## config.mk

```make
export PLATFORM = sky130hd
export DESIGN_NAME = imm_encoder
export DESIGN_NICKNAME = d
export VERILOG_FILES = /design/src/rtl/imm_encoder.sv
export SDC_FILE = /design/constraint.sdc
export NUM_CORES = 1
export LEC_CHECK = 0
export ABC_CLOCK_PERIOD_IN_PS = 4420
export BUFFER_PORTS_ARGS = -buffer_cell sky130_fd_sc_hd__buf_2
export CORE_AREA = 2 2 94 96
export DETAILED_ROUTE_END_ITERATION = 6
export DIE_AREA = 0 0 96 98
export PLACE_DENSITY = 0.69
export SETUP_SLACK_MARGIN = 0.02
export SLEW_MARGIN = 20
export SYNTH_ARGS = -nofsm -noshare
export SYNTH_HDL_FRONTEND = slang
export SYNTH_SLANG_ARGS = --single-unit
```

## constraint.sdc

```tcl
create_clock -name clk -period 4.42 [get_ports clk]
set_input_delay 0 -clock clk [delete_from_list [all_inputs] [get_ports clk]]
set_output_delay 0 -clock clk [all_outputs]
set_load 0.01 [all_outputs]
```

## src/rtl/imm_encoder.sv

```systemverilog
// Immediate encoder: finds the lowest-index permitted ImmSrc mode whose extension
// reproduces a 32-bit value, trying one mode per clock in a small IDLE/CHECK/DONE FSM.
module imm_encoder (
  input  logic        clk,
  input  logic        reset,
  input  logic        in_valid,
  output logic        in_ready,
  input  logic [31:0] Value,
  input  logic [3:0]  ModeMask,
  output logic        out_valid,
  input  logic        out_ready,
  output logic [23:0] Instr,
  output logic [1:0]  ImmSrc,
  output logic        Encodable
);

  typedef enum logic [1:0] {IDLE, CHECK, DONE} state_t;

  state_t      state_q, state_d;
  logic [1:0]  idx_q, idx_d;
  logic [31:0] val_q, val_d;
  logic [3:0]  mask_q, mask_d;
  logic [23:0] instr_q, instr_d;
  logic [1:0]  imm_src_q, imm_src_d;
  logic        encodable_q, encodable_d;

  logic [23:0] cand;
  logic        match;

  function automatic logic [23:0] candidate(input logic [1:0] mode, input logic [31:0] v);
    case (mode)
      2'b00:   candidate = {16'b0, v[7:0]};
      2'b01:   candidate = {12'b0, v[11:0]};
      2'b10:   candidate = v[25:2];
      default: candidate = {12'b0, v[31:20]};
    endcase
  endfunction

  // Same rules as the immediate extender this block inverts.
  function automatic logic [31:0] extend(input logic [1:0] mode, input logic [23:0] f);
    case (mode)
      2'b00:   extend = {24'b0, f[7:0]};
      2'b01:   extend = {20'b0, f[11:0]};
      2'b10:   extend = {{6{f[23]}}, f, 2'b00};
      default: extend = {f[11:0], 20'b0};
    endcase
  endfunction

  assign cand  = candidate(idx_q, val_q);
  assign match = mask_q[idx_q] && (extend(idx_q, cand) == val_q);

  always_comb begin
    state_d     = state_q;
    idx_d       = idx_q;
    val_d       = val_q;
    mask_d      = mask_q;
    instr_d     = instr_q;
    imm_src_d   = imm_src_q;
    encodable_d = encodable_q;
    case (state_q)
      IDLE: begin
        if (in_valid) begin
          val_d   = Value;
          mask_d  = ModeMask;
          idx_d   = 2'd0;
          state_d = CHECK;
        end
      end
      CHECK: begin
        if (match) begin
          instr_d     = cand;
          imm_src_d   = idx_q;
          encodable_d = 1'b1;
          state_d     = DONE;
        end else if (idx_q != 2'd3) begin
          idx_d = idx_q + 2'd1;
        end else begin
          instr_d     = 24'd0;
          imm_src_d   = 2'b00;
          encodable_d = 1'b0;
          state_d     = DONE;
        end
      end
      DONE: begin
        // No bypass to CHECK: a new request is only taken from IDLE.
        if (out_ready) state_d = IDLE;
      end
      default: state_d = IDLE;
    endcase
  end

  always_ff @(posedge clk or negedge reset) begin
    if (!reset) begin
      state_q     <= IDLE;
      idx_q       <= 2'd0;
      val_q       <= 32'd0;
      mask_q      <= 4'd0;
      instr_q     <= 24'd0;
      imm_src_q   <= 2'b00;
      encodable_q <= 1'b0;
    end else begin
      state_q     <= state_d;
      idx_q       <= idx_d;
      val_q       <= val_d;
      mask_q      <= mask_d;
      instr_q     <= instr_d;
      imm_src_q   <= imm_src_d;
      encodable_q <= encodable_d;
    end
  end

  assign in_ready  = (state_q == IDLE);
  assign out_valid = (state_q == DONE);
  assign Instr     = instr_q;
  assign ImmSrc    = imm_src_q;
  assign Encodable = encodable_q;

endmodule
```

==> results of run 1 <==
cell families after synthesis:
group,after synthesis
multiplexers,26
AO/OA/AOI/OAI,92
buffers and inverters,40
adder cells (fa/ha/maj),4
AND/OR/NAND/NOR,76
flip-flops,67
worst min-delay path by stage:
stage | start | end | slack [ns] | cells after the start
6_report | reset | val_q[16] | 0.37 | 3
5_1_grt | out_ready | state_q[1] | 0.39 | 3
4_1_cts | out_ready | state_q[1] | 0.37 | 3
3_5_place_dp | Value[22] | val_q[22] | 0.21 | 3
3_3_place_gp | Value[28] | val_q[28] | 0.20 | 3
2_1_floorplan | reset | Encodable | -0.30 | 0
state kept, by name, summed over array words and instances (netlist names):
name and count:
ImmSrc 2, Encodable 1, mask_q 4, val_q 32
state_q 2, Instr 24, idx_q 2
power groups by stage:
| stage | combinational [mW] | sequential (mW) | clock (mW) |
|---|---|---|---|
| floorplan | 0.811 | 1.08 | 0 |
| global placement | 1.03 | 1.13 | 0 |
| detailed placement | 1.06 | 1.14 | 0 |
| CTS | 1.09 | 1.13 | 0.588 |
| global route | 1.21 | 1.17 | 0.619 |
| finish | 1.09 | 1.13 | 0.574 |
worst max-delay path, cell delays in order (launching register included):
cell and delay (ns):
dfrtp_1 0.44, inv_1 0.14, ha_1 0.68, nor2_1 0.15, o21ai_0 0.22, nor4bb_1 0.44
o2111ai_1 0.23, or2_4 0.38, a21o_1 0.33, a22o_1 0.28
area by class of cell:
class / instances / share of cell area [%]
multi-input combinational: 198 / 33.6
clock inverter: 6 / 2.07
timing repair buffer: 108 / 17.2
sequential: 67 / 39.2
clock buffer: 10 / 3.21
inverter: 18 / 1.58
tap: 108 / 3.16
repair_timing:
action | CTS | global route
hold buffers | 38 | 0
endpoints found under the hold margin | 104 | 0
setup buffers | 0 | 0
metal layers:
layer / vias up / global-route usage (%)
li1: 1325 / -
met1: 1316 / 26.7
met2: 86 / 26.1
met3: 11 / 3.40
met4: 0 / 8.79
met5: - / 0
metrics by stage:
stage | utilization, % | instance area (sq um)
finish | 50.6 | 4280
floorplan | - | 3290
global placement | 43.4 | 3670
global route | 50.6 | 4280
CTS | 50.6 | 4280
detailed placement | 43.4 | 3670
placed cells by master, fill, tap and decap left out, types with 2 or more instances in the layout:
cell type and instances:
ha_1 4, a32oi_1 7, clkinvlp_4 2, o21ai_0 24, clkbuf_8 10, dlygate4sd3_1 38, o22ai_1 2, a22oi_2 3
o21ai_1 6, nor3_1 5, buf_2 68, o221ai_2 2, dfrtp_1 67, nand2_1 35, mux2_2 23, o221ai_1 10
a22o_1 19, bufinv_16 2, buf_4 2, nor2_1 7, a21oi_1 2, and2_1 3, o2111ai_1 2, nor4_1 5
a22oi_1 9, nand4_1 2, mux2_1 2, nor3_2 2, inv_1 18, nand2b_1 4
==> results_dict.tcl, run 1 <==
set metrics [dict create \
    synth_mux_area_share_pct 9.25 \
    firstDrtPassIters 4 \
    die_x_microns 96 \
    grt_pass1_wl_microns 13300 \
    wl_met1_microns 3720 \
    start_kind "flip-flop" \
    cp_data_arrival_time_ns 3.63 \
    synth_top_area_share_pct 51.0 \
    synth_compound_area_share_pct 21.2 \
    coreArea_sq_um 8470 \
    synth_ff_type "dfrtp_1" \
    cp.required_ns 4.66 \
    tritoncts "built" \
    clk_pin_slew_ns 0.07 \
    grt_use_total_pct 18.3 \
    fp.dieH_microns 98 \
    syn_inst 305 \
    nets 446 \
    p_leak_nw 1.89 \
    p_seq_share_pct 40.6 \
    critPathLaunch "idx_q[0]" \
    rows 34 \
    hold_ws_ns 0.374 \
    post-synth-top-area-cell "dfrtp_1" \
    gr-total-overflow 0 \
    drcViolationCount 0 \
    reg2reg_depth 9 \
    p_comb_share_pct 38.9 \
    peakVddDrop_uv 220 \
    pre_cts_slack_ns 1.11 \
    sw_frac_of_total_pct 38.9 \
    cap_violations 0 \
    tightest_slew_ns 0.976 \
    cts_buffers 9 \
    regArea_sq_um 1680 \
    p_switching_mw 1.09 \
    cts_root_buffer "clkbuf_8" \
    synthTopCellsByArea "dfrtp_1 (51%), mux2_2 (7.9%), a22o_1 (5.1%)" \
    start_util_pct 38.8 \
    syn_nets 349 \
    drive_gt1_share_pct 30.0 \
    antenna_found_initial 0 \
    synth_fa_ha_area_share_pct 1.52 \
    synth_cell_types 47 \
    reg2reg_to "Instr[12]" \
    clkLatencyLatePin_ns 0.35 \
    synth_area_sq_um 3290 \
    synthArstFlopShare_pct 100 \
    synth_most_common_cell "dfrtp_1" \
    hp-class "input port to asynchronous set/reset pin" \
    p_int_mw 1.71 \
    grt_max_degree 68 \
    synth_warnings 0 \
    drt-initial-drc-count 265 \
    final_max_slew_viol_count 0 \
    synth_top_family_by_area "compound AO/OA/AOI/OAI gates" \
    ant_nets 0 \
    finalSetupViolCount 0 \
    power.share.clock_pct 20.5 \
    grt_pass1_vias 2595 \
    cp-end-kind "flip-flop" \
    rsz0062_at_grt "false" \
    route.met3.wl_microns 398 \
    wl_microns 8030 \
    cts.repair.resized 0 \
    yosys-top-cells-count "dfrtp_1 (67), nand2_1 (35), o21ai_0 (24)" \
    pwr_density_cell_nw_per_um2 653 \
    top_level_ports 69 \
    final_cells 515 \
    clock_sinks 67 \
    synth.yosys.seq_area_share_pct 51.0 \
    maxSlewHeadroom_pct 34.9 \
    crit_fanout 21 \
    critical_path_class "flip-flop to flip-flop" \
    ctsHtreeMaxLevel 3 \
    dp_hpwl_microns 5370 \
    clock_skew_ns 0.00781 \
    fin_setup_tns_ns 0 \
    synth-seq-cells 67 \
    syn2layout_area_growth_pct 30.3 \
    fin_ws_ns 1.02 \
    dpl.cell_count 461 \
    synthXorXnorAreaFrac_pct 0 \
    finalCriticalPeriod_ns 3.40 \
    synth_edf_count 0 \
    vias 2738 \
    io_buffers 68 \
    max_freq_mhz 295 \
    antenna_cells 0 \
    avgViaCountPerCell 5.32 \
    syn_avg_cell_area_sq_um 10.8 \
    period_share_pct 76.8 \
    crit_end "Instr[12]" \
    synth_simple_gate_area_share_pct 11.6 \
    r2r-start "idx_q[0]" \
    outcome "finished clean" \
    wl_per_cell_microns 15.6 \
    nFillCells 782 \
    dieArea_sq_um 9410 \
    clockBufferDepth 2 \
    multi_input_area_sq_um 1440 \
    rrSetupSlack_ns 1.02 \
    dr_wl_met2_microns 3750 \
    hold_viol 0 \
    gp_congestion 0.903 \
    top_layer "met4" \
    power_mw 2.80 \
]
No activity file was read; power rests on OpenSTA's default activity.
==> run 2, diff against run 1 <==
--- a/config.mk
+++ b/config.mk
@@ -5,12 +5,12 @@
 export SDC_FILE = /design/constraint.sdc
 export NUM_CORES = 1
 export LEC_CHECK = 0
-export ABC_CLOCK_PERIOD_IN_PS = 4420
+export ABC_CLOCK_PERIOD_IN_PS = 2750
 export BUFFER_PORTS_ARGS = -buffer_cell sky130_fd_sc_hd__buf_2
 export CORE_AREA = 2 2 94 96
 export DETAILED_ROUTE_END_ITERATION = 6
 export DIE_AREA = 0 0 96 98
-export PLACE_DENSITY = 0.69
+export PLACE_DENSITY = 0.71
 export SETUP_SLACK_MARGIN = 0.02
 export SLEW_MARGIN = 20
 export SYNTH_ARGS = -nofsm -noshare
==> constraint.sdc (replaced) <==
create_clock -name clk -period 2.75 [get_ports clk]
set_input_delay 0 -clock clk [delete_from_list [all_inputs] [get_ports clk]]
set_output_delay 0 -clock clk [all_outputs]
set_load 0.01 [all_outputs]
==> run 2 against run 1 <==
  * Worst setup slack worse by 0.86 ns
  * Global-route usage up 0.40 points
  * Cell area up 4.5%
  * Routed wire length up 5.3%
  * Die area unchanged
  * Critical path depth up 1
  * Core utilization up 2.3 points
  * Flip-flop and latch count unchanged
  * Sequential share of layout area down 1.6 points
  * Clock skew up 0.00092 ns
  * Critical path type unchanged
==> results_dict.tcl, run 2 (synthesized netlist as in run 1, its figures left out) <==
set metrics [dict create \
    largest_reg_flops 32 \
    rrSetupSlack_ns 0.16 \
    place_area_sq_um 3800 \
    rsz0062_at_grt "false" \
    p_int_mw 2.92 \
    finalCriticalPeriod_ns 2.59 \
    start_kind "flip-flop" \
    fp.dieH_microns 98 \
    start_util_pct 38.8 \
    hp-class "input port to flip-flop" \
    top_level_ports 69 \
    critPathLaunch "idx_q[0]" \
    antenna_cells 0 \
    clock_sinks 67 \
    reg2reg_to "idx_q[0]" \
    dpl.cell_count 476 \
    die_x_microns 96 \
    p_comb_share_pct 42.2 \
    nFillCells 781 \
    cp-end-kind "flip-flop" \
    final_max_slew_viol_count 0 \
    grt_max_degree 68 \
    gr-total-overflow 0 \
    grt_pass1_vias 2744 \
    avgViaCountPerCell 5.39 \
    nets 465 \
    tritoncts "built" \
    crit_fanout 6 \
    dp_hpwl_microns 5750 \
    cap_violations 0 \
    p_seq_share_pct 38.6 \
    fin_area_sq_um 4470 \
    ctsHtreeMaxLevel 3 \
    cts_root_buffer "clkbuf_8" \
    regMostFlops "val_q" \
    peakVddDrop_uv 371 \
    hold_viol 0 \
    cp_data_arrival_time_ns 2.81 \
    io_buffers 68 \
    drt-initial-drc-count 191 \
    grt_pass1_wl_microns 13500 \
    outcome "finished clean" \
    cp_slowest_cell "dfrtp_2" \
    grt_use_total_pct 18.7 \
    critical_path_class "flip-flop to flip-flop" \
    maxSlewHeadroom_pct 44.8 \
    p_leak_nw 1.99 \
    reg2reg_depth 10 \
    firstDrtPassIters 4 \
    period_share_pct 94.1 \
    finalSetupViolCount 0 \
    drive_gt1_share_pct 35.1 \
    regArea_sq_um 1680 \
    drcViolationCount 0 \
    crit_chain "buf_4, ha_4, or2_4, o21ai_0, nor4bb_2, buf_4, o2111ai_1, or2_4, nor3b_2, mux2_1" \
    max_freq_mhz 386 \
    wl_per_cell_microns 15.9 \
    clock_skew_ns 0.00873 \
    final_cells 532 \
    wl_microns 8450 \
    sw_frac_of_total_pct 38.2 \
    clk_pin_slew_ns 0.07 \
    rows 34 \
    crit_end "idx_q[0]" \
    clkLatencyLatePin_ns 0.34 \
    ant_nets 0 \
    pwr_density_cell_nw_per_um2 1060 \
    p_switching_mw 1.80 \
    syn2layout_area_growth_pct 36.1 \
    clockBufferDepth 2 \
    cpPeakStageDelay_ns 0.44 \
    gp_congestion 0.918 \
    multi_input_area_sq_um 1480 \
    final_cell_mix "buf_2 (68), dfrtp_1 (65), dlygate4sd3_1 (38), nand2_1 (35), o21ai_0 (24)" \
    vias 2867 \
    r2r-start "idx_q[0]" \
    dieArea_sq_um 9410 \
    cts_buffers 9 \
    tightest_slew_ns 0.828 \
    coreArea_sq_um 8470 \
    antenna_found_initial 0 \
    power.share.clock_pct 19.2 \
    final_common_cell "buf_2" \
    cp.required_ns 2.97 \
]
run 2: worst min-delay path by stage:
stage               slack (ns)  startpoint  depth (start not counted)         end
floorplan                -0.30       reset                          0   Encodable
global placement          0.20   Value[26]                          3   val_q[26]
detailed placement        0.20   out_ready                          2  state_q[1]
CTS                       0.38   out_ready                          3  state_q[1]
global route              0.40   Value[21]                          4   val_q[21]
finish                    0.39   Value[30]                          4   val_q[30]
run 2: through the flow:
stage	hold slack, ns	setup slack, ns	power (mW)	setup TNS (ns)	utilization [%]
final	0.395	0.161	4.72	0	52.9
after global routing	0.400	0.0189	5.04	0	52.9
after CTS	0.382	0.0216	4.63	0	52.1
after detailed placement	0.198	-0.0421	3.66	-0.461	44.9
after global placement	0.204	-0.0378	3.60	-0.349	44.9
after floorplan	-0.296	0.164	3.03	0	-
run 2: per-layer routing:
layer / GRT usage [%] / vias up / part of all wire, %
met1: 25.4 / 1395 / 46
met4: 6.70 / 0 / 1.3
met3: 4.94 / 8 / 5.6
li1: - / 1354 / -
met2: 28.6 / 110 / 47
met5: 0 / - / 0
run 2: power by group through the flow:
stage	Clock [mW]	Sequential [mW]	Combinational [mW]
floorplan	0	1.73	1.30
global placement	0	1.81	1.79
detailed placement	0	1.83	1.83
CTS	0.922	1.81	1.90
global route	0.970	1.88	2.19
finish	0.908	1.82	1.99
run 2: worst max-delay path, delay by kind of cell, from the launching register on:
| family | cells | cell delay [ns] |
|---|---|---|
| AO/OA/AOI/OAI | 2 | 0.37 |
| adder cells (fa/ha/maj) | 1 | 0.17 |
| buffers and inverters | 2 | 0.30 |
| flip-flops | 1 | 0.44 |
| multiplexers | 1 | 0.36 |
| AND/OR/NAND/NOR | 4 | 0.82 |
run 2: layout make-up:
cell class | instances | area share, %
clock buffers | 12 | 3.47
clock inverters | 2 | 1.34
flip-flops and latches | 67 | 37.5
repair buffers | 127 | 20.0
inverters | 18 | 1.51
multi-input cells | 198 | 33.1
well taps | 108 | 3.02
run 2: timing repair:
| action | CTS | global route |
|---|---|---|
| endpoints found under the hold margin | 104 | 0 |
| resized for setup | 2 | 15 |
| cloned | 0 | 1 |
| endpoints found under the setup margin | 29 | 30 |
| pin swaps | 1 | 1 |
| hold buffers | 38 | 0 |
| setup buffers | 1 | 2 |
==> run 3, diff against run 2 <==
==> config.mk (replaced) <==
export PLATFORM = sky130hd
export DESIGN_NAME = imm_encoder
export DESIGN_NICKNAME = d
export VERILOG_FILES = /design/src/rtl/imm_encoder.sv
export SDC_FILE = /design/constraint.sdc
export NUM_CORES = 1
export LEC_CHECK = 0
export ABC_AREA = 1
export ABC_CLOCK_PERIOD_IN_PS = 2750
export BUFFER_PORTS_ARGS = -buffer_cell sky130_fd_sc_hd__buf_4
export CORE_AREA = 2 2 98 100
export DETAILED_ROUTE_END_ITERATION = 6
export DIE_AREA = 0 0 100 102
export PLACE_DENSITY = 0.7
export SETUP_SLACK_MARGIN = 0.02
export SLEW_MARGIN = 20
export SYNTH_ARGS = -nofsm -noshare
export SYNTH_HDL_FRONTEND = slang
export SYNTH_SLANG_ARGS = --single-unit
==> run 3 against run 2 <==
  * Sequential power fell by 13%
  * Combinational power grew 4%
  * Global-route usage is 1.3 points higher
  * Critical endpoint is now Instr[6]
  * Routed wire length grew 14%
  * Final cell count up 29%
  * Clock skew about the same
  * Register-to-register slack better by 0.16 ns
  * Die area grew 8.4%
  * Via count is 20% higher
  * Critical path depth up 6
==> results_dict.tcl, run 3 <==
set metrics [dict create \
    cap_violations 0 \
    reg2reg_to "Instr[6]" \
    r2r-start "idx_q[1]" \
    vias 3445 \
    cts_buffers 9 \
    cp_data_arrival_time_ns 2.66 \
    largest_reg_flops 32 \
    wl_per_cell_microns 14.0 \
    ant_nets 0 \
    firstDrtPassIters 5 \
    outcome "finished clean" \
    clk_pin_slew_ns 0.08 \
    clockBufferDepth 2 \
    drcViolationCount 0 \
    fin_area_sq_um 4790 \
    p_switching_mw 2.01 \
    place_area_sq_um 4140 \
    power_mw 4.64 \
    io_buffers 68 \
    grt_pass1_vias 3329 \
    tightest_slew_ns 0.870 \
    dieArea_sq_um 10200 \
    hp-class "input port to flip-flop" \
    critical_path_class "flip-flop to flip-flop" \
    reg2reg_depth 16 \
    pre_cts_slack_ns 0.133 \
    top_level_ports 69 \
    synthTopCellsByArea "dfrtp_1 (47%), nand2_1 (22%), nand3_1 (4.9%)" \
    synth_warnings 0 \
    crit_fanout 19 \
    utilization_pct 52.6 \
    sw_frac_of_total_pct 43.3 \
    syn_inst 464 \
    peakVddDrop_uv 430 \
    synthArstFlopShare_pct 100 \
    post-synth-top-area-cell "dfrtp_1" \
    syn_nets 508 \
    yosys-top-cells-count "nand2_1 (210), dfrtp_1 (67), nand3_1 (35)" \
    final_common_cell "nand2_1" \
    final_max_slew_viol_count 0 \
    max_freq_mhz 412 \
    multi_input_area_sq_um 1640 \
    gr-total-overflow 0 \
    p_leak_nw 2.51 \
    grt_use_total_pct 20.0 \
    cp-end-kind "flip-flop" \
    start_util_pct 38.9 \
    syn_avg_cell_area_sq_um 7.64 \
    grt_pass1_wl_microns 16300 \
    syn2layout_area_growth_pct 35.1 \
    clkLatencyLatePin_ns 0.35 \
    fp.dieH_microns 102 \
    synth_top_area_share_pct 47.3 \
    drt-initial-drc-count 189 \
    synth_most_common_cell "nand2_1" \
    drive_gt1_share_pct 21.3 \
    synth_ff_type "dfrtp_1" \
    fin_ws_ns 0.322 \
    cp.required_ns 2.98 \
    crit_end "Instr[6]" \
    p_seq_share_pct 34.0 \
    nets 614 \
    dpl.cell_count 630 \
    maxSlewHeadroom_pct 42.0 \
    period_share_pct 88.3 \
    start_kind "flip-flop" \
    rsz0062_at_grt "false" \
    clock_skew_ns 0.00909 \
    wl_microns 9600 \
    synth_edf_count 0 \
    final_cell_mix "nand2_1 (210), buf_4 (77), dfrtp_1 (66), dlygate4sd3_1 (38), nand3_1 (35)" \
    finalCriticalPeriod_ns 2.43 \
    die_x_microns 100 \
    hold_ws_ns 0.142 \
    antenna_cells 0 \
    cts_root_buffer "clkbuf_8" \
    synth.yosys.seq_area_share_pct 47.3 \
    tritoncts "built" \
    synth_cell_types 25 \
    synth-seq-cells 67 \
    p_int_mw 2.63 \
    clock_sinks 67 \
    avgViaCountPerCell 5.03 \
    rows 35 \
    coreArea_sq_um 9110 \
    final_cells 685 \
    dp_hpwl_microns 6460 \
    pwr_density_cell_nw_per_um2 969 \
    fin_setup_tns_ns 0 \
    critPathLaunch "idx_q[1]" \
    nFillCells 864 \
    p_comb_share_pct 44.4 \
    regArea_sq_um 1680 \
    grt_max_degree 68 \
    finalSetupViolCount 0 \
    synth_area_sq_um 3550 \
    hold_viol 0 \
    power.share.clock_pct 21.6 \
    rrSetupSlack_ns 0.32 \
    antenna_found_initial 0 \
    gp_congestion 0.952 \
    ctsHtreeMaxLevel 3 \
    regMostFlops "val_q" \
]
run 3: changes by cell type after synthesis, moves of 6 or more:
cell / delta
mux2_2: -23
nand3_1: +34
a32oi_1: -7
nand2_1: +175
a22o_1: -19
a22oi_1: -9
o21ai_2: +9
nand4_1: +12
nor2_1: +15
mux2i_1: +6
o221ai_1: -10
run 3: how the worst min path moves through the flow:
stage / startpoint / endpoint / slack, ns / cells past startpoint
4_1_cts: in_valid / state_q[0] / 0.11 / 4
3_5_place_dp: reset / Instr[21] / 0.16 / 1
3_3_place_gp: reset / Instr[19] / 0.15 / 1
2_1_floorplan: reset / Encodable / -0.30 / 0
6_report: in_valid / state_q[0] / 0.14 / 4
5_1_grt: in_valid / state_q[0] / 0.14 / 4
run 3: worst max-delay path: stages, from the launching register on:
cell and delay [ns]:
dfrtp_1 0.43, inv_1 0.17, ha_2 0.32, nand2_1 0.07
nand3_1 0.15, nand3_1 0.11, nand3_1 0.09, nand2_1 0.06
nor2_1 0.13, nand2_1 0.10, nor2_2 0.10, nand2_2 0.07
nand2_1 0.07, nand2_2 0.06, buf_4 0.22, nand2_1 0.09
o21ai_2 0.05
run 3: final cells by class:
cell class	count	area share, %
Clock buffer	9	2.58
Clock inverter	6	2.40
Inverter	25	1.98
Multi-Input combinational cell	350	34.3
Sequential cell	67	35.0
Tap cell	111	2.90
Timing Repair Buffer	117	20.8
run 3: cells by family (layout without fill, tap and decap cells):
kind of cell | after synthesis | in the layout | synth area share (%)
muxes | 6 | 6 | 1.69
DFF | 67 | 67 | 47.3
adders and majority gates | 4 | 4 | 1.41
and+or+nand+nor | 297 | 297 | 35.6
AOI/OAI and AO/OA | 42 | 42 | 6.98
xor gates and xnor gates | 1 | 1 | 0.247
buffers and inverters | 47 | 157 | 6.84
run 3: power groups by stage:
stage	combinational, mW	clock (mW)	sequential, mW
after floorplan	1.49	0	1.49
after global placement	1.91	0	1.58
after detailed placement	1.95	0	1.59
after CTS	2.00	1.02	1.57
after global routing	2.35	1.06	1.62
final	2.06	1.00	1.58
run 3: timing repair:
item,4_1_cts,5_1_grt
hold endpoints to repair,104,0
setup buffers,0,2
endpoints found under the setup margin,0,30
hold buffers,38,0
gates resized for setup,0,6
run 3: layer usage:
metal	track usage, %	part of all wire (%)	vias up
li1	-	-	1698
met2	32.0	48	100
met3	3.63	4.6	15
met4	7.17	1.9	0
met5	0	0	-
met1	27.5	46	1632
